--- src/rtl/sop_frame_sequencer.sv ---
// sop_frame_sequencer
// Turns each accepted start-of-processing pulse into one frame of beat indices
// 0..len-1 on a valid/ready stream. It tags each frame with a wrapping frame id.
// It counts SOPs that are dropped because a frame is still running.
// Optional build macro: SOP_WATCHDOG_EN adds a watchdog that raises sop_missing
// when no SOP arrives for WD_LIMIT cycles.
//
// Stream handshake: a beat transfers on a rising clk_line edge where out_valid
// and out_ready are both high. While out_valid is high, out_idx, out_last and
// out_frame_id stay stable until that transfer. out_valid never depends
// combinationally on out_ready.
module sop_frame_sequencer #(
    parameter int LEN_W    = 8,
    parameter int FID_W    = 4,
    parameter int OVR_W    = 8,
    parameter int WD_LIMIT = 300
) (
    input  logic             clk_line,
    input  logic             rst,
    input  logic             plain_in_start_of_processing,
    input  logic             enable,
    input  logic [LEN_W-1:0] cfg_frame_len,
    output logic             out_valid,
    input  logic             out_ready,
    output logic [LEN_W-1:0] out_idx,
    output logic             out_last,
    output logic [FID_W-1:0] out_frame_id,
    output logic             busy,
    output logic             overrun_pulse,
    output logic [OVR_W-1:0] overrun_cnt,
    output logic             sop_missing
);

    typedef enum logic {
        IDLE = 1'b0,
        RUN  = 1'b1
    } state_t;

    state_t           r_state;
    state_t           w_state_next;
    logic [LEN_W-1:0] r_len;
    logic [LEN_W-1:0] r_idx;
    logic             r_last;
    logic [FID_W-1:0] r_fid;
    logic             r_ovr_pulse;
    logic [OVR_W-1:0] r_ovr_cnt;

    logic             w_sop_en;
    logic             w_final_hs;
    logic             w_accept;
    logic             w_overrun;
    logic [LEN_W-1:0] w_idx_inc;
    logic [LEN_W-1:0] w_len_m1;

    // An enabled SOP either starts a frame, is ignored (zero length), or is dropped.
    // A frame may only start when the previous one ends on this same edge.
    assign w_sop_en   = plain_in_start_of_processing && enable;
    assign w_final_hs = (r_state == RUN) && r_last && out_ready;
    assign w_accept   = w_sop_en && (cfg_frame_len != '0) && ((r_state == IDLE) || w_final_hs);
    assign w_overrun  = w_sop_en && (r_state == RUN) && !w_final_hs;
    assign w_idx_inc  = r_idx + LEN_W'(1);
    assign w_len_m1   = r_len - LEN_W'(1);

    // State register
    always_ff @(posedge clk_line) begin
        if (rst) r_state <= IDLE;
        else     r_state <= w_state_next;
    end

    // Next-state logic: an accept wins over the end of the current frame (back-to-back)
    always_comb begin
        w_state_next = r_state;
        if (w_accept)        w_state_next = RUN;
        else if (w_final_hs) w_state_next = IDLE;
    end

    // Beat index, last flag, latched length and frame id
    always_ff @(posedge clk_line) begin
        if (rst) begin
            r_len  <= '0;
            r_idx  <= '0;
            r_last <= 1'b0;
            r_fid  <= '0;
        end else if (w_accept) begin
            r_len  <= cfg_frame_len;
            r_idx  <= '0;
            r_last <= (cfg_frame_len == LEN_W'(1));
            r_fid  <= r_fid + FID_W'(1);
        end else if (w_final_hs) begin
            r_idx  <= '0;
            r_last <= 1'b0;
        end else if ((r_state == RUN) && out_ready) begin
            r_idx  <= w_idx_inc;
            r_last <= (w_idx_inc == w_len_m1);
        end
    end

    // Dropped-SOP pulse and saturating counter
    always_ff @(posedge clk_line) begin
        if (rst) begin
            r_ovr_pulse <= 1'b0;
            r_ovr_cnt   <= '0;
        end else begin
            r_ovr_pulse <= w_overrun;
            if (w_overrun && (r_ovr_cnt != '1)) r_ovr_cnt <= r_ovr_cnt + OVR_W'(1);
        end
    end

`ifdef SOP_WATCHDOG_EN
    localparam int WD_W = $clog2(WD_LIMIT + 1);

    logic [WD_W-1:0] r_wd_cnt;
    logic            r_missing;

    // Watchdog: cycles since last SOP (enable ignored), sticky flag at the limit
    always_ff @(posedge clk_line) begin
        if (rst) begin
            r_wd_cnt  <= '0;
            r_missing <= 1'b0;
        end else if (plain_in_start_of_processing) begin
            r_wd_cnt  <= '0;
            r_missing <= 1'b0;
        end else begin
            if (r_wd_cnt != WD_W'(WD_LIMIT)) r_wd_cnt <= r_wd_cnt + WD_W'(1);
            else                             r_missing <= 1'b1;
        end
    end

    assign sop_missing = r_missing;
`else
    assign sop_missing = 1'b0;
`endif

    assign out_valid     = (r_state == RUN);
    assign busy          = (r_state == RUN);
    assign out_idx       = r_idx;
    assign out_last      = r_last;
    assign out_frame_id  = r_fid;
    assign overrun_pulse = r_ovr_pulse;
    assign overrun_cnt   = r_ovr_cnt;

endmodule

--- config.mk ---
export PLATFORM = sky130hd
export DESIGN_NAME = sop_frame_sequencer
export DESIGN_NICKNAME = d
export VERILOG_FILES = /design/src/rtl/sop_frame_sequencer.sv
export SDC_FILE = /design/constraint.sdc
export NUM_CORES = 1
export LEC_CHECK = 0
export CAP_MARGIN = 0
export CORE_AREA = 2 2 62 58
export CTS_BUF_LIST = sky130_fd_sc_hd__clkbuf_4 sky130_fd_sc_hd__clkbuf_8
export DETAILED_ROUTE_END_ITERATION = 16
export DIE_AREA = 0 0 64 60
export GPL_TIMING_DRIVEN = 0
export MAX_ROUTING_LAYER = met4
export PLACE_DENSITY = 0.8
export SLEW_MARGIN = 20
export SYNTH_ARGS = -nofsm -noshare
export SYNTH_HDL_FRONTEND = slang
export SYNTH_SLANG_ARGS = --single-unit
--- constraint.sdc ---
create_clock -name clk_line -period 2.3 [get_ports clk_line]
set_input_delay 0.46 -clock clk_line [delete_from_list [all_inputs] [get_ports clk_line]]
set_output_delay 0.46 -clock clk_line [all_outputs]
set_load 0.01 [all_outputs]
Word-level counts from Yosys, hierarchy flattened
Index checks and enable logic that the tools add are counted.
{ "word_totals": {"regBits": 31, "input_bits": 13, "out_inout_bits": 25, "word_cells": 35} }
{ "op_classes": {"n_addsub": 4, "eq_ne": 3, "mux": 5, "bitwise_logic": 1, "n_reduce_logical": 15} }
{ "ops": {"columns": ["op", "count"], "rows": [
  ["adder 8 x 1 -> 8 bit (second input constant)", 2],
  ["logical AND 1 bit", 9],
  ["== test 8 x 1 -> 1 bit (second input constant)", 1],
  ["== test 8 bit", 1],
  ["!= test 8 bit (second input constant)", 1],
  ["nonzero test 8 bit", 1],
  ["subtractor 8 x 1 -> 8 bit (second input constant)", 1],
  ["2-to-1 mux 1 bit", 5],
  ["adder 4 x 1 -> 4 bit (second input constant)", 1],
  ["nonzero test 3 bit", 1],
  ["OR reduction 3 bit", 1],
  ["nonzero test 2 bit", 1],
  ["logical NOT 1 bit", 1],
  ["logical OR 1 bit", 1],
  ["NOT 1 bit", 1]
]} }

Depth between registers and ports, before layout
Gate-level depths: netlist of the first run.
{ "logic_depth": {"word_depth": 5, "depth_mapped": 8, "depth_no_buf": 8} }

Least setup slack after synthesis of the first run
OpenSTA, ideal clock, no wires.
{ "synth_timing": {"kind": "reg-to-reg", "startpoint": "register r_idx[0], in the netlist out_idx[0]", "endpoint": "register r_last, in the netlist out_last", "setup_ps": 69, "arrival_time_ps": 1597, "t_required_ps": 2231, "slack_ps": 635, "path_stages_with_launch": 7, "n_path_buf": 0, "period_less_slack_ps": 1665, "cell_sequence": "dfxtp_1 -> nand3_2 -> or3_4 -> and3_4 -> o21a_1 -> o31a_1 -> o21ai_1"} }
{ "synth_between": {"elab_chain_cells": 5} }
{ "synth_lines": {"columns": ["element", "line_no", "rtl"], "rows": [
  ["start: declaration", "42", "logic [LEN_W-1:0] r_idx;"],
  ["start signal: assignment", "93", "r_idx <= w_idx_inc;"],
  ["adder 8 x 1 -> 8 bit", "61", "assign w_idx_inc = r_idx + LEN_W'(1);"],
  ["== test 8 bit", "94", "r_last <= (w_idx_inc == w_len_m1);"],
  ["2-to-1 mux 1 bit", "92", "end else if ((r_state == RUN) && out_ready) begin"],
  ["2-to-1 mux 1 bit", "89", "end else if (w_final_hs) begin"],
  ["2-to-1 mux 1 bit", "84", "end else if (w_accept) begin"],
  ["end signal: assignment", "87", "r_last <= (cfg_frame_len == LEN_W'(1));"],
  ["end signal: assignment", "94", null],
  ["end: declaration", "43", "logic r_last;"]
]} }
No other way between the ends. The select of a mux whose other input is x is not followed.
A chain may end at the register's enable or synchronous reset.

Worst setup path after layout of the first run
{ "layout_timing": {"startpoint": "input port out_ready", "endpoint": "register r_idx[7], in the netlist out_idx[7]"} }
{ "layout_between": {"elab_chain_cells": 4, "elab_cells_between_ends": 5, "cone_classes": "5 x reduce/logical"} }
{ "layout_lines": {"columns": ["element", "line_no", "rtl"], "rows": [
  ["start: declaration", "24", "input logic out_ready,"],
  ["logical AND 1 bit", "58", "assign w_final_hs = (r_state == RUN) && r_last && out_ready;"],
  ["logical OR 1 bit", "59", "assign w_accept = w_sop_en && (cfg_frame_len != '0) && ((r_state == IDLE) || w_final_hs);"],
  ["logical AND 1 bit", "59", null],
  ["OR reduction 3 bit (no source line)", null, null]
]} }
Several ways; a longest one is shown, not always the timed one.

==> metrics.csv, run 1 <==
metric,value,unit
slew_violations,0,
outcome,"complete, no violations",
grt_util_all_layers,20.5,%
switching_share,24.6,%
cts_setup_buffers,0,
portBuffers,36,
synthCells,195,
cp_data_required_time,2.52,ns
setup_viol,0,
syn_nets,212,
synthFlopType,dfxtp_1,
cts_buffers,5,
async_flop_share,0,%
cp.arrival,2.38,ns
fp.dieArea,0.00384,mm²
fin_skew,0.0115,ns
yosysTopAreaCell,dfxtp_1,
holdPathStages,2,
clk_pin_slew,0.09,ns
routabilityCongestion,0.803,
antennaDiodeCount,0,
fin_tns_setup,0,ns
syn_to_final_growth,31.8,%
drive_gt1_share,7.53,%
hold_viol,0,
p_per_area,569,mW/mm²
min_from,r_len[7],
drtIter0Drc,59,
drc,0,
rsz0062_at_grt,false,
cap_violations,0,
synth_common_cells,"nand2_1, dfxtp_1, nor2_1",
clock-sinks,31,
cts_hold_buf,0,
grt_pass1_wl,5.77,mm
fmax,462,MHz
leakagePower,0.713,nW
startpoint_type,input port,
final_core_util,64.4,%
preCtsSetupSlack,-0.174,ns
p_clk_share,38.3,%
fin_crit_sh,94.0,%
final_antenna_net_count,0,
total_power,0.00118,W
clockRootBuffer,clkbuf_4,
rr_startpoint,busy,
grt_pass1_vias,1310,
fin_ws,0.137,ns
clock_latency,0.34,ns
cts_resized,0,
critPathMaxFanout,8,
rr_worst_depth,8,
antenna_found_initial,0,
hold_end,r_len[7],
routed_wl,3.52,mm
power_frac_seq,47.9,%
tritoncts,yes,
synthTopCellsByArea,"dfxtp_1, xnor2_1, nand2_1, nor2_1, a21oi_1",
pwr-share-comb,13.7,%
die_w,64,µm
critical_path.endpoint_type,register,
ys_seq_area_share,39.3,%
wl_per_cell,12.4,µm
synth_top_area_share,39.3,%
grt_start_max_net_pins,11,
post-route-min-period,2.16,ns
fp.dieH,60,µm
crit_start,out_ready,
intPower,0.000892,W
coreArea,0.00323,mm²
start_util,48.9,%
r2r-end,out_idx[7],
synth-edff-count,0,
ys_seq_elements,31,
htreeDepth,2,
hold_class,register to register,
ys_warn_count,0,
final_nets,255,
net-switching-power,0.000291,W
synth_cell_type_count,36,
vias_per_cell,5.18,
synth_area,0.00158,mm²
num_rows,20,
syn_area_per_cell,8.09,µm²
hold-worst-slack,0.475,ns
io_pins,38,
ir_drop,0.353,mV
post-synth-top-count-cell,nand2_1,
vias,1466,
r2r_setup_slack,0.33,ns
grt_overflow_total,0,
clockBufferDepth,2,
dpl.hpwl,2.64,mm
worstSetupPathType,input port to register,
detail_route.first_pass.iterations,4,
per-stage QoR:
stage | cells | instance area (µm²)
floorplan | 195 | 1580
global placement | 275 | 1990
detailed placement | 275 | 1990
CTS | 283 | 2080
global route | 283 | 2080
finish | 283 | 2080
worst max-delay path, cell delays in order:
cell,delay [ns]
clkdlybuf4s50_1,0.52
a21boi_2,0.09
nor2_1,0.41
o21a_1,0.18
buf_2,0.18
a21oi_1,0.08
nand2b_1,0.08
clkbuf_1,0.28
nor2_1,0.09
worst max-delay path by stage:
stage / endpoint / slack [ns] / depth (start not counted)
6_report: out_idx[7] / 0.14 / 9
3_3_place_gp: out_idx[7] / -0.15 / 9
3_5_place_dp: out_idx[6] / -0.17 / 9
5_1_grt: out_idx[7] / 0.02 / 9
4_1_cts: out_idx[7] / 0.18 / 9
2_1_floorplan: out_last / 0.63 / 6
layout make-up:
cell class / instances / area, µm²
Inverter: 3 / 11.3
Timing Repair Buffer: 36 / 360
Sequential cell: 31 / 621
Clock buffer: 6 / 51.3
Fill cell: 260 / 1150
Clock inverter: 2 / 35.0
Multi-Input combinational cell: 153 / 907
Tap cell: 44 / 55.1
Buffer: 8 / 38.8
metal layers:
| layer | GRT usage (%) | part of all wire, % |
|---|---|---|
| met4 | 9.63 | 1.6 |
| met2 | 33.5 | 49 |
| met3 | 6.59 | 5.4 |
| met5 | - | 0 |
| met1 | 22.9 | 44 |
placed cells by master, fill, tap and decap left out, drive strengths merged, types with 2 or more instances in the layout:
| cell type | n |
|---|---|
| clkdlybuf4s50 | 36 |
| nand2 | 34 |
| dfxtp | 31 |
| nor2 | 25 |
| xnor2 | 21 |
| a21oi | 17 |
| clkbuf | 11 |
| xor2 | 9 |
| nor3 | 6 |
| o21ai | 6 |
| nand3 | 6 |
| nand4 | 5 |
| ha | 4 |
| or3 | 4 |
| inv | 3 |
| buf | 3 |
| o21a | 2 |
| a21boi | 2 |
| and3 | 2 |
power groups by stage:
stage | clock network, W | registers [W] | logic [W]
2_1_floorplan | 0 | 0.000579 | 0.0000992
3_3_place_gp | 0 | 0.000579 | 0.000158
3_5_place_dp | 0 | 0.000579 | 0.000161
4_1_cts | 0.000463 | 0.000567 | 0.000163
5_1_grt | 0.000485 | 0.000570 | 0.000180
6_report | 0.000454 | 0.000567 | 0.000163
kinds of logic after synthesis:
group / Yosys count / synth area share (%)
and+or+nand+nor: 87 / 25.4
adders and majority gates: 4 / 3.17
AOI/OAI and AO/OA: 30 / 11.4
buffers and inverters: 11 / 3.17
other: 1 / 0.238
muxes: 1 / 0.634
DFF: 31 / 39.3
xor gates and xnor gates: 30 / 16.7
state kept, by name (all words and copies together), names as in the netlist:
signal	flops
busy	1
out_frame_id	4
out_idx	8
out_last	1
overrun_cnt	8
overrun_pulse	1
r_len	8
(Power assumes the default switching activity.)
==> inputs of run 2 (changes only) <==
Settings changed: CORE_AREA 2 2 62 58 to 2 2 63 59, DIE_AREA 0 0 64 60 to 0 0 65 61, PLACE_DENSITY 0.8 to 0.78.
==> metrics.csv, run 2 (synthesis results as in run 1) <==
metric,value,unit,change
outcome,"complete, no violations",,unchanged
fmax,465,MHz,was 462 MHz
clockBufferDepth,2,,unchanged
setup_viol,0,,unchanged
rr_startpoint,busy,,unchanged
cpMostUsedCell,o21ai_0,,was nor2_1
critical_path.endpoint_type,register,,unchanged
grt_overflow_total,0,,unchanged
ir_drop,0.481,mV,was 0.353 mV
post-route-min-period,2.15,ns,was 2.16 ns
rsz0062_at_grt,false,,unchanged
vias,1407,,"was 1,466"
clock-sinks,31,,unchanged
cts_buffers,5,,unchanged
die_w,65,µm,was 64 µm
r2r-end,out_idx[7],,unchanged
grt_pass1_vias,1288,,"was 1,310"
hold_viol,0,,unchanged
final_antenna_net_count,0,,unchanged
routabilityCongestion,0.806,,was 0.803
tritoncts,yes,,unchanged
drive_gt1_share,7.95,%,was 7.53%
portBuffers,36,,unchanged
dpl.cell_count,275,,unchanged
cp_data_required_time,2.52,ns,about the same
slew_headroom,66.1,%,
startpoint_type,input port,,unchanged
crit_family,buffers and inverters,,unchanged
mostFrequentLayoutCell,clkdlybuf4s50_1,,unchanged
dpl.hpwl,2.53,mm,was 2.64 mm
drtIter0Drc,82,,was 59
drc,0,,unchanged
p_per_area,559,mW/mm²,was 569 mW/mm²
clock_latency,0.29,ns,was 0.34 ns
clk_pin_slew,0.06,ns,was 0.09 ns
antenna_found_initial,0,,unchanged
slowest_delay,0.42,ns,was 0.52 ns
grt_pass1_wl,5.55,mm,was 5.77 mm
coreArea,0.00328,mm²,was 0.00323 mm²
cp.arrival,2.37,ns,was 2.38 ns
start_util,48.1,%,was 48.9%
mostFrequentLayoutCells,"clkdlybuf4s50_1, nand2_1, dfxtp_1",,unchanged
tightest_slew,0.509,ns,
slew_violations,0,,unchanged
holdPathStages,2,,unchanged
grt_start_max_net_pins,11,,unchanged
htreeDepth,2,,unchanged
worstSetupPathType,input port to register,,unchanged
fp.dieH,61,µm,was 60 µm
crit_start,cfg_frame_len[6],,was out_ready
hold_class,register to register,,unchanged
num_rows,20,,unchanged
worstPathCellList,"clkdlybuf4s50_1, nor4_1, nand2_1, o21ai_0, clkbuf_1, o21ai_0, a21oi_1",,"was clkdlybuf4s50_1, a21boi_2, nor2_1, o21a_1, buf_2, a21oi_1, nand2b_1, clkbuf_1, nor2_1"
wl_per_cell,11.8,µm,was 12.4 µm
vias_per_cell,4.97,,was 5.18
routed_wl,3.35,mm,was 3.52 mm
fin_crit_sh,93.5,%,was 94.0%
critPathSlowestCell,clkdlybuf4s50_1,,unchanged
io_pins,38,,unchanged
cts_setup_buffers,0,,unchanged
leakagePower,0.714,nW,was 0.713 nW
final_core_util,63.6,%,was 64.4%
cap_violations,0,,unchanged
clockRootBuffer,clkbuf_8,,was clkbuf_4
antennaDiodeCount,0,,unchanged
critical_path_depth,7,,was 9
critPathMaxFanout,10,,was 8
fin_skew,0.00776,ns,was 0.0115 ns
crit_buf_inv,2,,was 3
fp.dieArea,0.00397,mm²,was 0.00384 mm²
finalNonFillerCells,283,,unchanged
hold-worst-slack,0.472,ns,was 0.475 ns
syn_to_final_growth,32.1,%,was 31.8%
r2r_setup_slack,0.49,ns,was 0.33 ns
detail_route.first_pass.iterations,4,,unchanged
final_nets,255,,unchanged
rr_worst_depth,8,,unchanged
cp-endpoint,out_frame_id[3],,was out_idx[7]
grt_util_all_layers,19.7,%,was 20.5%
==> run 2: changes by cell type in the layout (fill, tap and decap cells not counted), sizes merged <==
cell,before,now
bufinv,1,0
clkbuf,11,12
==> run 2: tightest hold or removal path, cell delays in order, from the launching register on <==
cell and delay (ns):
dfxtp_1 0.32, nand2_1 0.05, a21oi_1 0.05
==> run 2: how the worst min path moves through the flow <==
stage	slack, ns	startpoint	to
after detailed placement	0.47	r_len[7]	r_len[7]
after CTS	0.47	r_len[7]	r_len[7]
final	0.47	r_len[7]	r_len[7]
after global routing	0.51	r_len[7]	r_len[7]
after floorplan	0.45	r_len[7]	r_len[7]
after global placement	0.46	r_len[7]	r_len[7]
==> run 2: where the power goes <==
part	internal [W]	switching, W	leakage, nW
clock network	0.000235	0.000201	0.0491
logic	0.0000856	0.0000756	0.413
registers	0.000551	0.0000167	0.251
==> run 2: final cells by class <==
class,count,area (µm²)
multi-input combinational,153,910
fill,288,1190
tap,44,55.1
clock buffer,7,83.8
timing repair buffer,36,360
clock inverter,1,5.00
sequential,31,621
inverter,3,11.3
buffer,8,38.8
==> run 2: what timing repair did <==
item,4_1_cts,5_1_grt
hold buffers,0,0
resized for setup,0,1
endpoints found under the setup margin,0,7
==> run 2: per-layer routing <==
metal  wire, µm  GRT usage [%]
met4         85           11.9
met1       1580           22.1
met5          0              -
met2       1540           31.7
met3        145           5.38
==> run 2: stage by stage <==
stage / worst slack [ns] / setup TNS [ns] / area (µm²) / power (W)
after floorplan: 0.635 / 0 / 1580 / 0.000678
after global placement: -0.144 / -1.53 / 1990 / 0.000737
after detailed placement: -0.144 / -1.64 / 1990 / 0.000740
after CTS: 0.140 / 0 / 2080 / 0.00118
after global routing: 0.0103 / 0 / 2080 / 0.00122
final: 0.149 / 0 / 2080 / 0.00116
==> inputs of run 3 (changes only) <==
Settings changed: CORE_AREA 2 2 63 59 to 2 2 66 62, DIE_AREA 0 0 65 61 to 0 0 68 64, PLACE_DENSITY 0.78 to 0.71.
Clock period 2.3 ns to 2 ns, I/O delays scaled along.
==> metrics.csv, run 3 (synthesis results as in run 1) <==
metric,value,unit,change
grt_pass1_wl,5.69,mm,was 5.55 mm
drtIter0Drc,78,,was 82
startpoint_type,input port,,unchanged
cts_buffers,5,,unchanged
fp.dieH,64,µm,was 61 µm
fin_crit_sh,94.8,%,
tritoncts,yes,,unchanged
vias,1405,,"was 1,407"
regArea,621,µm²,unchanged
mostFrequentLayoutCell,clkdlybuf4s50_1,,unchanged
holdPathStages,2,,unchanged
leakagePower,0.730,nW,was 0.714 nW
hold_viol,0,,unchanged
num_rows,21,,was 20
fmax,528,MHz,
grt_start_max_net_pins,11,,unchanged
rsz0062_at_grt,false,,unchanged
start_util,43.5,%,was 48.1%
cap_violations,0,,unchanged
crit_start,out_ready,,was cfg_frame_len[6]
slew_violations,0,,unchanged
mostFrequentLayoutCells,"clkdlybuf4s50_1, nand2_1, dfxtp_1",,unchanged
wl_per_cell,12.3,µm,was 11.8 µm
total_power,0.00149,W,was 0.00116 W
r2r-end,out_last,,was out_idx[7]
cp.arrival,2.12,ns,was 2.37 ns
coreArea,0.00363,mm²,was 0.00328 mm²
worstSetupPathType,input port to register,,unchanged
rr_startpoint,out_idx[2],,was busy
vias_per_cell,4.95,,was 4.97
hold_end,r_len[7],,unchanged
hold-worst-slack,0.473,ns,was 0.472 ns
clk_pin_slew,0.07,ns,was 0.06 ns
r2r_setup_slack,0.23,ns,was 0.49 ns
multi_input_area,928,µm²,was 910 µm²
p_per_area,697,mW/mm²,was 559 mW/mm²
min_from,r_len[7],,unchanged
clock_latency,0.29,ns,about the same
clockRootBuffer,clkbuf_8,,unchanged
routabilityCongestion,0.767,,was 0.806
antennaDiodeCount,0,,unchanged
htreeDepth,2,,unchanged
rr_worst_depth,6,,was 8
clockBufferDepth,2,,unchanged
antenna_found_initial,0,,unchanged
routed_wl,3.50,mm,was 3.35 mm
final_antenna_net_count,0,,unchanged
io_pins,38,,unchanged
drive_gt1_share,10.5,%,was 7.95%
grt_overflow_total,0,,unchanged
ir_drop,0.541,mV,was 0.481 mV
drc,0,,unchanged
detail_route.first_pass.iterations,4,,unchanged
outcome,"complete, no violations",,unchanged
final_nets,254,,was 255
cts_hold_buf,0,,unchanged
critical_path.endpoint_type,register,,unchanged
hold_class,register to register,,unchanged
fin_skew,0.00621,ns,was 0.00776 ns
fp.dieArea,0.00435,mm²,was 0.00397 mm²
setup_viol,0,,unchanged
clock-sinks,31,,unchanged
dpl.hpwl,2.57,mm,was 2.53 mm
grt_pass1_vias,1242,,"was 1,288"
critPathMaxFanout,5,,was 10
fin_tns_setup,0,ns,unchanged
portBuffers,36,,unchanged
syn_to_final_growth,35.1,%,was 32.1%
fillCellCount,334,,was 288
grt_util_all_layers,18.4,%,was 19.7%
cp_data_required_time,2.22,ns,was 2.52 ns
die_w,68,µm,was 65 µm
post-route-min-period,1.90,ns,
[run 3: cell types whose count changed in the layout (fill, tap and decap cells not counted), sizes merged]
cell    change
bufinv      +1
clkbuf      -2
[run 3: cell type report]
type | count | share of cell area, %
multi-input combinational | 153 | 43.5
tap | 46 | 2.70
clock inverter | 2 | 1.64
clock buffer | 6 | 3.87
timing repair buffer | 36 | 16.9
sequential | 31 | 29.1
inverter | 3 | 0.528
buffer | 7 | 1.70
[run 3: where the power goes]
group          internal [W]  switching [W]
Combinational     0.0000998      0.0000893
Clock              0.000403       0.000242
Sequential         0.000633      0.0000197
[run 3: through the flow]
stage                     area (µm²)  util, %  setup WS (ns)  std cells
final                           2130     58.8          0.105        284
after global placement          2000     55.0         -0.410        277
after detailed placement        2000     55.0         -0.425        277
after floorplan                 1580        -          0.335        195
after CTS                       2120     58.5         0.0300        284
after global routing            2130     58.8         0.0129        284
[run 3: per-layer routing]
metal,global-route usage (%),vias to the layer above,part of all wire [%]
met2,23.9,29,44
met3,5.99,4,5.2
met1,24.5,636,48
li1,-,736,-
met5,-,-,0
met4,10.8,0,2.2
[run 3: timing repair]
action	in CTS	in global routing
gates resized for setup	3	5
setup endpoints to repair	17	14
gates cloned	0	0
pin swaps	0	0
buffers inserted	0	0
[run 3: critical path, stage by stage]
cell and delay, ns:
clkdlybuf4s50_1 0.45, a21boi_2 0.23, o2111a_2 0.29, nand4_1 0.24
or3_1 0.37, a21oi_1 0.14
[run 3: worst max-delay path by stage]
stage	to	cells after the start
final	overrun_cnt[5]	6
after detailed placement	out_idx[4]	9
after CTS	out_idx[1]	8
after global placement	out_idx[7]	9
after global routing	overrun_cnt[7]	6
after floorplan	out_last	6
